$ cat config.mk
export PLATFORM = sky130hd
export DESIGN_NAME = icb_imem_arbiter
export DESIGN_NICKNAME = d
export VERILOG_FILES = /design/src/rtl/icb_imem_arbiter.sv
export SDC_FILE = /design/constraint.sdc
export NUM_CORES = 1
export LEC_CHECK = 0
export CORE_AREA = 2 2 125 127
export CTS_BUF_LIST = sky130_fd_sc_hd__clkbuf_4 sky130_fd_sc_hd__clkbuf_8
export DETAILED_ROUTE_END_ITERATION = 12
export DIE_AREA = 0 0 127 129
export DONT_BUFFER_PORTS = 1
export GPL_TIMING_DRIVEN = 0
export SETUP_SLACK_MARGIN = 0.3
export SLEW_MARGIN = 20
export SYNTH_ARGS = -nofsm -noshare
export SYNTH_HDL_FRONTEND = slang
export SYNTH_SLANG_ARGS = --single-unit
$ cat constraint.sdc
create_clock -name clk -period 3.9 [get_ports clk]
set_input_delay 0.585 -clock clk [delete_from_list [all_inputs] [get_ports clk]]
set_output_delay 0.585 -clock clk [all_outputs]
set_load 0.02 [all_outputs]
$ cat src/rtl/icb_imem_arbiter.sv
//------------------------------------------------------------------------------
// icb_imem_arbiter
//
// Purpose
//   Shares one ICB-SRAM controller port between two requesters:
//   s0 = instruction bus and s1 = data bus. The granted command is forwarded
//   combinationally to m_icb_cmd_*. Every accepted command pushes the
//   requester ID into a small routing FIFO. The FIFO head steers each response
//   back to its owner, so each requester gets its responses in command order.
//   A response that arrives with nothing outstanding is dropped and flagged on
//   rsp_orphan, one cycle later.
//
// Build option
//   ICB_IMEM_ARB_ROUND_ROBIN_EN
//     defined   : round robin when both requesters are valid
//     undefined : fixed priority to s1 (data bus); no round-robin pointer
//
// Parameters
//   outstanding_max  : depth of the routing FIFO (legal 1..8)
//   simulation_delay : kept for interface compatibility; registers here
//                      update with zero delay
//
// Ports
//   clk, rst                     : clock, asynchronous active-high reset
//   s0_icb_cmd_* / s0_icb_rsp_*  : requester 0 (instruction bus) ICB slave side
//   s1_icb_cmd_* / s1_icb_rsp_*  : requester 1 (data bus) ICB slave side
//   m_icb_cmd_*  / m_icb_rsp_*   : ICB master side toward the SRAM controller
//   rsp_orphan                   : one-cycle pulse after an unexpected response
//------------------------------------------------------------------------------
`timescale 1ns/1ps

module icb_imem_arbiter #(
  parameter int unsigned outstanding_max  = 4,
  parameter int unsigned simulation_delay = 1
) (
  input  logic        clk,
  input  logic        rst,

  input  logic [31:0] s0_icb_cmd_addr,
  input  logic        s0_icb_cmd_read,
  input  logic [31:0] s0_icb_cmd_wdata,
  input  logic [3:0]  s0_icb_cmd_wmask,
  input  logic        s0_icb_cmd_valid,
  output logic        s0_icb_cmd_ready,
  output logic [31:0] s0_icb_rsp_rdata,
  output logic        s0_icb_rsp_err,
  output logic        s0_icb_rsp_valid,
  input  logic        s0_icb_rsp_ready,

  input  logic [31:0] s1_icb_cmd_addr,
  input  logic        s1_icb_cmd_read,
  input  logic [31:0] s1_icb_cmd_wdata,
  input  logic [3:0]  s1_icb_cmd_wmask,
  input  logic        s1_icb_cmd_valid,
  output logic        s1_icb_cmd_ready,
  output logic [31:0] s1_icb_rsp_rdata,
  output logic        s1_icb_rsp_err,
  output logic        s1_icb_rsp_valid,
  input  logic        s1_icb_rsp_ready,

  output logic [31:0] m_icb_cmd_addr,
  output logic        m_icb_cmd_read,
  output logic [31:0] m_icb_cmd_wdata,
  output logic [3:0]  m_icb_cmd_wmask,
  output logic        m_icb_cmd_valid,
  input  logic        m_icb_cmd_ready,
  input  logic [31:0] m_icb_rsp_rdata,
  input  logic        m_icb_rsp_err,
  input  logic        m_icb_rsp_valid,
  output logic        m_icb_rsp_ready,

  output logic        rsp_orphan
);

  localparam int unsigned CNT_W = $clog2(outstanding_max + 1);
  localparam int unsigned PTR_W = (outstanding_max > 1) ? $clog2(outstanding_max) : 1;
  localparam logic [CNT_W-1:0] CNT_MAX  = CNT_W'(outstanding_max);
  localparam logic [PTR_W-1:0] PTR_LAST = PTR_W'(outstanding_max - 1);

  // simulation_delay has no effect on this zero-delay implementation.
  if (simulation_delay != 0) begin : g_sim_delay_not_modelled
  end

  typedef enum logic {
    REQ_S0 = 1'b0,
    REQ_S1 = 1'b1
  } req_id_e;

  // ---------------------------------------------------------------------------
  // State
  // ---------------------------------------------------------------------------
  logic [CNT_W-1:0] count_q,  count_d;
  logic [PTR_W-1:0] wr_ptr_q, wr_ptr_d;
  logic [PTR_W-1:0] rd_ptr_q, rd_ptr_d;
  logic             lock_q,   lock_d;
  req_id_e          lock_id_q, lock_id_d;
  logic             orphan_q, orphan_d;
  req_id_e          id_mem_q [outstanding_max];

  // ---------------------------------------------------------------------------
  // Combinational signals
  // ---------------------------------------------------------------------------
  logic    fifo_full;
  logic    fifo_empty;
  req_id_e head_id;
  req_id_e prio_id;     // winner when both requesters are valid and unlocked
  req_id_e gnt_id;
  logic    gnt_valid;
  logic    cmd_hs;      // command handshake -> push
  logic    rsp_pop;     // response handshake with a live entry -> pop

  // Flags come from the registered count only. A pop in this cycle therefore
  // cannot make room for a push in the same cycle.
  assign fifo_full  = (count_q == CNT_MAX);
  assign fifo_empty = (count_q == '0);
  assign head_id    = id_mem_q[rd_ptr_q];

  // ---------------------------------------------------------------------------
  // Priority source
  // ---------------------------------------------------------------------------
`ifdef ICB_IMEM_ARB_ROUND_ROBIN_EN
  req_id_e last_q, last_d;

  // The pointer moves only on an accepted command. Stalls or idle cycles
  // do not move it.
  assign last_d  = cmd_hs ? gnt_id : last_q;
  assign prio_id = (last_q == REQ_S0) ? REQ_S1 : REQ_S0;

  // Reset value REQ_S1 means requester 0 wins the first contended cycle.
  always_ff @(posedge clk or posedge rst) begin
    if (rst) begin
      last_q <= REQ_S1;
    end else begin
      last_q <= last_d;
    end
  end
`else
  assign prio_id = REQ_S1;
`endif

  // ---------------------------------------------------------------------------
  // Grant selection and command forwarding
  // ---------------------------------------------------------------------------
  // NOTE: every output of a combinational block gets a default first, so no
  // path can leave it unassigned and infer a latch.
  always_comb begin
    gnt_id = REQ_S0;
    if (lock_q) begin
      // A stalled command keeps the bus until it is accepted.
      gnt_id = lock_id_q;
    end else if (s0_icb_cmd_valid && s1_icb_cmd_valid) begin
      gnt_id = prio_id;
    end else if (s1_icb_cmd_valid) begin
      gnt_id = REQ_S1;
    end
  end

  assign gnt_valid = (gnt_id == REQ_S1) ? s1_icb_cmd_valid : s0_icb_cmd_valid;

  assign m_icb_cmd_addr  = (gnt_id == REQ_S1) ? s1_icb_cmd_addr  : s0_icb_cmd_addr;
  assign m_icb_cmd_read  = (gnt_id == REQ_S1) ? s1_icb_cmd_read  : s0_icb_cmd_read;
  assign m_icb_cmd_wdata = (gnt_id == REQ_S1) ? s1_icb_cmd_wdata : s0_icb_cmd_wdata;
  assign m_icb_cmd_wmask = (gnt_id == REQ_S1) ? s1_icb_cmd_wmask : s0_icb_cmd_wmask;

  // A full routing FIFO hides the command from the controller. A command that
  // is accepted there would have no slot to record its owner.
  assign m_icb_cmd_valid  = !rst && !fifo_full && gnt_valid;
  assign s0_icb_cmd_ready = !rst && !fifo_full && m_icb_cmd_ready && (gnt_id == REQ_S0);
  assign s1_icb_cmd_ready = !rst && !fifo_full && m_icb_cmd_ready && (gnt_id == REQ_S1);

  assign cmd_hs = m_icb_cmd_valid && m_icb_cmd_ready;

  // ---------------------------------------------------------------------------
  // Response routing
  // ---------------------------------------------------------------------------
  always_comb begin
    m_icb_rsp_ready  = 1'b1;   // nothing owed: accept and drop
    s0_icb_rsp_valid = 1'b0;
    s0_icb_rsp_rdata = '0;
    s0_icb_rsp_err   = 1'b0;
    s1_icb_rsp_valid = 1'b0;
    s1_icb_rsp_rdata = '0;
    s1_icb_rsp_err   = 1'b0;
    if (!rst && !fifo_empty) begin
      if (head_id == REQ_S1) begin
        s1_icb_rsp_valid = m_icb_rsp_valid;
        s1_icb_rsp_rdata = m_icb_rsp_rdata;
        s1_icb_rsp_err   = m_icb_rsp_err;
        m_icb_rsp_ready  = s1_icb_rsp_ready;
      end else begin
        s0_icb_rsp_valid = m_icb_rsp_valid;
        s0_icb_rsp_rdata = m_icb_rsp_rdata;
        s0_icb_rsp_err   = m_icb_rsp_err;
        m_icb_rsp_ready  = s0_icb_rsp_ready;
      end
    end
  end

  assign rsp_pop = !fifo_empty && m_icb_rsp_valid && m_icb_rsp_ready;

  // ---------------------------------------------------------------------------
  // Next-state logic
  // ---------------------------------------------------------------------------
  always_comb begin
    count_d   = count_q;
    wr_ptr_d  = wr_ptr_q;
    rd_ptr_d  = rd_ptr_q;
    lock_d    = m_icb_cmd_valid && !m_icb_cmd_ready;
    lock_id_d = gnt_id;
    orphan_d  = fifo_empty && m_icb_rsp_valid;

    if (cmd_hs) begin
      wr_ptr_d = (wr_ptr_q == PTR_LAST) ? '0 : wr_ptr_q + PTR_W'(1);
    end
    if (rsp_pop) begin
      rd_ptr_d = (rd_ptr_q == PTR_LAST) ? '0 : rd_ptr_q + PTR_W'(1);
    end

    unique case ({cmd_hs, rsp_pop})
      2'b10:   count_d = count_q + CNT_W'(1);
      2'b01:   count_d = count_q - CNT_W'(1);
      default: count_d = count_q;   // idle, or push and pop together
    endcase
  end

  // ---------------------------------------------------------------------------
  // Registers
  // ---------------------------------------------------------------------------
  // NOTE: sequential state uses non-blocking assignments only. Every flop then
  // samples the pre-edge value of every other flop.
  always_ff @(posedge clk or posedge rst) begin
    if (rst) begin
      count_q   <= '0;
      wr_ptr_q  <= '0;
      rd_ptr_q  <= '0;
      lock_q    <= 1'b0;
      lock_id_q <= REQ_S0;
      orphan_q  <= 1'b0;
    end else begin
      count_q   <= count_d;
      wr_ptr_q  <= wr_ptr_d;
      rd_ptr_q  <= rd_ptr_d;
      lock_q    <= lock_d;
      lock_id_q <= lock_id_d;
      orphan_q  <= orphan_d;
    end
  end

  // NOTE: the routing storage is not reset. An entry is read only while
  // count_q says it holds a live ID, so clearing the count is enough to drop
  // outstanding traffic.
  always_ff @(posedge clk) begin
    if (cmd_hs) begin
      id_mem_q[wr_ptr_q] <= gnt_id;
    end
  end

  assign rsp_orphan = orphan_q;

endmodule

==> results of run 1 <==
==> synth_stat cells <==
library cell / instances / area, µm²
mux2_1: 3 / 33.8
a311o_1: 1 / 10.0
fa_1: 1 / 20.0
buf_2: 6 / 30.0
inv_1: 10 / 37.5
nand2b_1: 2 / 12.5
edfxtp_1: 4 / 120
mux2i_1: 6 / 60.1
nand3_1: 1 / 5.00
a2111oi_0: 1 / 8.76
xnor2_1: 1 / 8.76
buf_1: 3 / 11.3
and2_1: 6 / 37.5
xor2_1: 2 / 17.5
ha_1: 6 / 75.1
dfrtp_1: 10 / 250
a21oi_1: 1 / 5.00
nand2_1: 37 / 139
a211o_1: 1 / 8.76
mux2_2: 72 / 811
clkbuf_1: 8 / 30.0
nor3_1: 4 / 20.0
nor2_1: 76 / 285
==> layer usage <==
layer  vias to the layer above  share of wire
li1                        891              -
met1                       894           0.31
met2                       202           0.54
met3                        28           0.13
met4                         4          0.028
met5                         -         0.0020
==> worst reg2reg max path, stage by stage (launching register included) <==
cell	delay (ns)
dfrtp_1	0.44
mux2i_1	0.33
mux2_1	0.35
a311o_1	0.37
inv_1	0.09
ha_1	0.17
inv_1	0.06
fa_1	0.37
xor2_1	0.15
nor2_1	0.11
xor2_1	0.15
==> kinds of logic after synthesis <==
group                    count (synthesis)  share of synthesized area
XOR/XNOR                                 3                     0.0129
AND/OR/NAND/NOR                        126                      0.245
adder cells (fa/ha/maj)                  7                     0.0467
buffers and inverters                   27                     0.0534
multiplexers                            81                      0.444
AO/OA/AOI/OAI                            4                     0.0160
flip-flops                              14                      0.182
==> registers in the layout, summed over array words and instances, names as in the netlist <==
| register | cells |
|---|---|
| lock_id_q | 1 |
| rsp_orphan | 1 |
| lock_q | 1 |
| id_mem_q | 4 |
| rd_ptr_q | 2 |
| count_q | 3 |
| wr_ptr_q | 2 |
==> through the flow <==
step,util,total power (W),area (µm²),hold slack (ns),setup WS [ns]
global route,0.156,0.00148,2340,0.253,0.312
finish,0.156,0.00138,2340,0.228,0.656
global placement,0.152,0.00125,2270,0.494,0.636
CTS,0.156,0.00139,2330,0.234,0.487
floorplan,-,0.00107,2040,0.433,1.45
detailed placement,0.153,0.00126,2290,0.499,0.645
==> layout make-up <==
| cell class | count | area share |
|---|---|---|
| Antenna cell | 2 | 0.00214 |
| Buffer | 17 | 0.0305 |
| Clock buffer | 3 | 0.0177 |
| Clock inverter | 1 | 0.00161 |
| Inverter | 10 | 0.0161 |
| Multi-Input combinational cell | 221 | 0.669 |
| Sequential cell | 14 | 0.158 |
| Tap cell | 188 | 0.101 |
| Timing Repair Buffer | 2 | 0.00375 |
==> how the worst max path moves through the flow <==
stage	from	end	slack, ns	cells after the start
6_report	lock_q	s0_icb_cmd_ready	0.66	4
5_1_grt	lock_q	s0_icb_cmd_ready	0.31	4
4_1_cts	lock_q	s0_icb_cmd_ready	0.49	4
3_5_place_dp	s1_icb_cmd_valid	s0_icb_cmd_ready	0.65	4
3_3_place_gp	s1_icb_cmd_valid	s0_icb_cmd_ready	0.64	4
2_1_floorplan	rd_ptr_q[0]	count_q[2]	1.45	10
==> power by group <==
part | switching, W | leakage, nW | internal [W] | total [W]
registers | 0.0000501 | 0.157 | 0.000200 | 0.000250
clock network | 0.0000498 | 0.0231 | 0.0000696 | 0.000119
logic | 0.000738 | 0.752 | 0.000267 | 0.00101
total | 0.000838 | 0.933 | 0.000537 | 0.00138
==> summary.txt, run 1 <==
Floorplan
  – Total core area: ~0.015 mm²
  – Initial Utilization: 0.136
  – I/O Pins: around 320
  – Width of the die: roughly 130 µm
  – Die area: 0.0164 mm²
  – Die Y: 129 µm
  – Row count: 45

Route
  – Final ANT Viol Nets: 0
  – # DRC: 0
  – Vias: ~2k
  – Via/cell ratio: 4.41
  – Drt total wl: about 11,000 µm
  – DRT iter0 DRCs: 85
  – DR WL/cell: 24.7 µm
  – 1st-pass router iterations: 4

Clock network
  – Number of H-tree levels: 1
  – TritonCTS buffer count: 3
  – CTS tree: done
  – CTS Buffer Depth: 2
  – Post-CTS Setup Inserts: 0
  – Clock transition at path regs: 0.06 ns
  – Clock latency on the worst-skew pair: 0.24 ns
  – # hold bufs at CTS: 0
  – Post-CTS sizing: 0
  – Clock root buffer: clkbuf_8
  – Clk sink count: 14

STA
  – Finish-stage setup viols: 0
  – Least-Margin Pin Slew: around 0.94 ns
  – Clock skew: 0.000998 ns
  – Setup TNS Final: 0 ns
  – Post-route minimum period: around 3.2 ns
  – Period utilisation layout: 0.832
  – Final hold vios: 0
  – Max Fclk: 308 MHz
  – Slew Limit Fails: 0
  – Relative slew slack: 0.358
  – RSZ-0062 raised after global routing: no

Critical path
  – Reg2reg setup slack: approximately 1.2 ns
  – Buf+Inv Stages, Crit Path: 2
  – Crit-path cells: mux2i_1, clkbuf_1, inv_1, nor2_1
  – WP data arrival: about 2.7 ns
  – FF-to-FF Start: rd_ptr_q[0]
  – Startpoint Class: register
  – Kind of critical path: register to output pin
  – Crit path max-delay family: buffers and inverters
  – Highest-delay cell along the critical path: mux2i_1
  – Max incr delay on CP: between 0.7 and 0.8 ns
  – Max FO, Critical Path: 10
  – Crit Reg-Reg Endpoint: count_q[2]
  – Critical Path RT: ~3.3 ns
  – CP endpoint kind: output pin
  – Worst Reg2Reg Path Length in Cells: 10

Yosys
  – Post-Syn Area: ~0.002 mm²
  – Post-Syn Instances: between 200 and 300
  – Net Count, Synth: 448
  – Synth Register Bits: 14
  – Unique masters post-synth: 23
  – Sequential cell area fraction in the yosys report: 0.182
  – Ys Warns: 0
  – Avg Inst Size Synth: between 7 and 8 µm²

Global route
  – Met3 Usage GRT: 0.0570
  – Met1 usage: 0.105
  – Top Usage Layer GRT: met2
  – Total grt overflow: 0
  – GRT Total Usage: 0.122
  – Global-route track usage on met2: 0.251
  – Largest net degree at the start of global routing: 12
  – First-pass GRT wire length: between 10,000 and 15,000 µm
  – Vias in the first global route: 1,870
  – Initial antenna violation count: 7

Power and ir drop
  – Leakage: slightly above 0.9 nW
  – Power per standard cell area: just under 600 mW/mm²
  – VDD IR max: 148 µV

Status
  – Status: finished clean

Cells and area
  – Area occupied by multi-input gates: 0.00156 mm²
  – Final net count: around 460
  – Storage cell area: 370 µm²
  – Fin cells: around 460
  – Syn-to-layout area delta: 14.7%
  – Most frequent cells in the layout: nor2_1 (76), mux2_2 (72), nand2_1 (37)
  – Share of cells above drive strength 1: 0.310
  – Most common cell after layout, fill and taps aside: nor2_1
  – Fillers: around 1.7k

Placement
  – GP Congestion: 0.838
  – # port buffers: 0
  – DP Wirelength: around 10,000 µm
  – Placed Instances: roughly 450

Min path
  – Worst Hold Class: primary input to async pin

Job
  – Max Cap Viol: 0
(Power assumes the default switching activity.)
==> run 2: changes to the inputs <==
==> constraint.sdc (replaced) <==
create_clock -name clk -period 3.34 [get_ports clk]
set_input_delay 0.501 -clock clk [delete_from_list [all_inputs] [get_ports clk]]
set_output_delay 0.501 -clock clk [all_outputs]
set_load 0.02 [all_outputs]
==> run 2 against run 1 <==
Critical endpoint is now s0_icb_rsp_rdata[5]. Combinational power up 17%. Cell count unchanged. Sequential power up 17%. Via count up 0.20%. Flip-flop and latch count unchanged. Worst setup slack worse by 0.0025 ns. Sequential share of layout area down 0.093 points. Critical path depth unchanged. Register-to-register slack worse by 0.57 ns. Clock skew about the same. Non-clock buffer count unchanged.
==> summary.txt, run 2 (synthesized netlist as in run 1, its figures left out) <==
Floorplan
  – I/O Pins: 321 (unchanged)
  – Row count: 45 (unchanged)
  – Die area: 0.0164 mm² (unchanged)
  – Die Y: 129 µm (unchanged)
  – Total core area: 0.0150 mm² (unchanged)
  – Initial Utilization: 0.136 (unchanged)
  – Width of the die: 127 µm (unchanged)

Critical path
  – Most used cell, CP: clkbuf_1
  – Max incr delay on CP: 0.60 ns (was 0.79 ns)
  – Max FO, Critical Path: 10 (unchanged)
  – WP data arrival: 2.19 ns (was 2.66 ns)
  – Crit Reg-Reg Endpoint: count_q[2] (unchanged)
  – FF-to-FF Start: rd_ptr_q[0] (unchanged)
  – Kind of critical path: register to output pin (unchanged)
  – CP endpoint kind: output pin (unchanged)
  – Crit-path cells: clkbuf_1, mux2i_1, clkbuf_1, nor2_1 (was mux2i_1, clkbuf_1, inv_1, nor2_1)
  – Startpoint Class: register (unchanged)
  – Critical Path RT: 2.84 ns (was 3.31 ns)
  – Reg2reg setup slack: 0.67 ns (was 1.24 ns)
  – Highest-delay cell along the critical path: mux2i_1 (unchanged)
  – Worst Reg2Reg Path Length in Cells: 10 (unchanged)

Placement
  – # port buffers: 0 (unchanged)
  – GP Congestion: 0.838 (unchanged)
  – DP Wirelength: 10,400 µm (unchanged)

STA
  – Relative slew slack: 0.565 (was 0.358)
  – Setup TNS Final: 0 ns (unchanged)
  – Least-Margin Pin Slew: 0.635 ns (was 0.937 ns)
  – Max Fclk: 372 MHz
  – Post-route minimum period: about 2.7 ns
  – Clock skew: 0.000969 ns (was 0.000998 ns)
  – Finish-stage setup viols: 0 (unchanged)
  – Final hold vios: 0 (unchanged)
  – Period utilisation layout: 0.804
  – RSZ-0062 raised after global routing: no (unchanged)
  – Slew Limit Fails: 0 (unchanged)

Global route
  – Total grt overflow: 0 (unchanged)
  – Initial antenna violation count: 7 (unchanged)
  – Vias in the first global route: 1,864 (was 1,870)
  – First-pass GRT wire length: 13,800 µm (about the same)
  – GRT Total Usage: 0.122 (about the same)
  – Largest net degree at the start of global routing: 12 (unchanged)

Status
  – Status: finished clean (unchanged)

Clock network
  – Number of H-tree levels: 1 (unchanged)
  – TritonCTS buffer count: 3 (unchanged)
  – Clock transition at path regs: 0.06 ns (about the same)
  – CTS tree: done (unchanged)
  – Clk sink count: 14 (unchanged)
  – Post-CTS Setup Inserts: 0 (unchanged)
  – Clock latency on the worst-skew pair: 0.24 ns (about the same)
  – Clock root buffer: clkbuf_8 (unchanged)
  – CTS Buffer Depth: 2 (unchanged)

Cells and area
  – Fillers: 1,728 (was 1,727)
  – Most frequent cells in the layout: nor2_1 (76), mux2_2 (72), nand2_1 (37) (unchanged)
  – Reg with most FFs: id_mem_q (unchanged)
  – Share of cells above drive strength 1: 0.317 (was 0.310)
  – Max FFs per register: 4 (unchanged)
  – Most common cell after layout, fill and taps aside: nor2_1 (unchanged)
  – Final net count: 455 (unchanged)
  – Leading registers by flop count: id_mem_q x4, count_q x3 (unchanged)
  – Syn-to-layout area delta: 15.4% (was 14.7%)

Job
  – Max Cap Viol: 0 (unchanged)

Route
  – # DRC: 0 (unchanged)
  – DRT iter0 DRCs: 85 (unchanged)
  – Vias: 2,023 (was 2,019)
  – Drt total wl: 11,300 µm (about the same)
  – DR WL/cell: 24.7 µm (about the same)
  – Final ANT Viol Nets: 0 (unchanged)
  – 1st-pass router iterations: 6 (was 4)
  – Via/cell ratio: 4.42 (was 4.41)

Power and ir drop
  – Total power: 0.00161 W (was 0.00138 W)
  – VDD IR max: 173 µV (was 148 µV)
  – Internal power: 0.000629 W (was 0.000537 W)
  – Net Sw Frac: 0.609 (was 0.610)
  – Power per standard cell area: 685 mW/mm² (was 588 mW/mm²)
  – Sequential fraction of design power: 0.182 (about the same)
  – Leakage: 0.937 nW (was 0.933 nW)
  – Logic gate share of total power: 0.731 (about the same)
  – Switching power total: 0.000980 W (was 0.000838 W)
  – Part of the power in the clock network: 0.087 (about the same)

Min path
  – Worst Hold Class: primary input to async pin (unchanged)
run 2: cell count changes in the layout (fill, tap and decap cells not counted):
cell,delta
clkbuf_2,+1
mux2i_4,+1
clkbuf_1,-1
mux2i_1,-1
run 2: stage by stage:
step | area [µm²] | hold WS, ns | utilization | worst slack (ns) | cells
finish | 2350 | 0.144 | 0.157 | 0.653 | 458
global route | 2350 | 0.169 | 0.157 | 0.404 | 458
CTS | 2340 | 0.150 | 0.157 | 0.420 | 456
detailed placement | 2290 | 0.415 | 0.153 | 0.253 | 452
global placement | 2270 | 0.410 | 0.152 | 0.244 | 450
floorplan | 2040 | 0.349 | - | 0.885 | 262
run 2: cell type report:
| class | instances | area (µm²) | share of cell area |
|---|---|---|---|
| clock inverters | 1 | 3.75 | 0.00160 |
| plain buffers | 17 | 72.6 | 0.0309 |
| clock buffers | 3 | 41.3 | 0.0176 |
| multi-input cells | 221 | 1580 | 0.671 |
| well taps | 188 | 235 | 0.100 |
| repair buffers | 2 | 8.76 | 0.00373 |
| diodes | 2 | 5.00 | 0.00213 |
| flip-flops and latches | 14 | 370 | 0.158 |
| inverters | 10 | 37.5 | 0.0160 |
run 2: what timing repair did:
| item | 4_1_cts | 5_1_grt |
|---|---|---|
| pin swaps | 0 | 0 |
| gates resized for setup | 2 | 2 |
| cloned | 0 | 0 |
| endpoints found under the setup margin | 9 | 1 |
| hold buffers | 0 | 0 |
run 2: worst max-delay path by stage:
stage,start,end
floorplan,rd_ptr_q[0],count_q[2]
global placement,s1_icb_cmd_valid,s0_icb_cmd_ready
detailed placement,s1_icb_cmd_valid,s0_icb_cmd_ready
CTS,lock_q,s0_icb_cmd_ready
global route,rd_ptr_q[0],count_q[2]
finish,rd_ptr_q[1],s0_icb_rsp_rdata[5]
run 2: metal layers:
layer  part of all wire  up-vias  wire length, µm  track usage
met4              0.028        4              312       0.0284
met5             0.0020        -               23            0
met1               0.31      895             3480        0.105
met3               0.13       28             1420       0.0570
met2               0.54      204             6090        0.251
li1                   -      892                -            -
run 2: critical path, delay by kind of cell, from the launching register on:
kind                   cells  cell delay (ns)
flip-flops                 1             0.34
AND/OR/NAND/NOR            1             0.26
multiplexers               1             0.60
buffers and inverters      2             0.73
run 2: power groups by stage:
stage | combinational (W) | clock (W) | sequential [W]
2_1_floorplan | 0.000971 | 0 | 0.000280
3_3_place_gp | 0.00116 | 0 | 0.000294
3_5_place_dp | 0.00118 | 0 | 0.000297
4_1_cts | 0.00118 | 0.000147 | 0.000295
5_1_grt | 0.00127 | 0.000155 | 0.000303
6_report | 0.00118 | 0.000139 | 0.000293
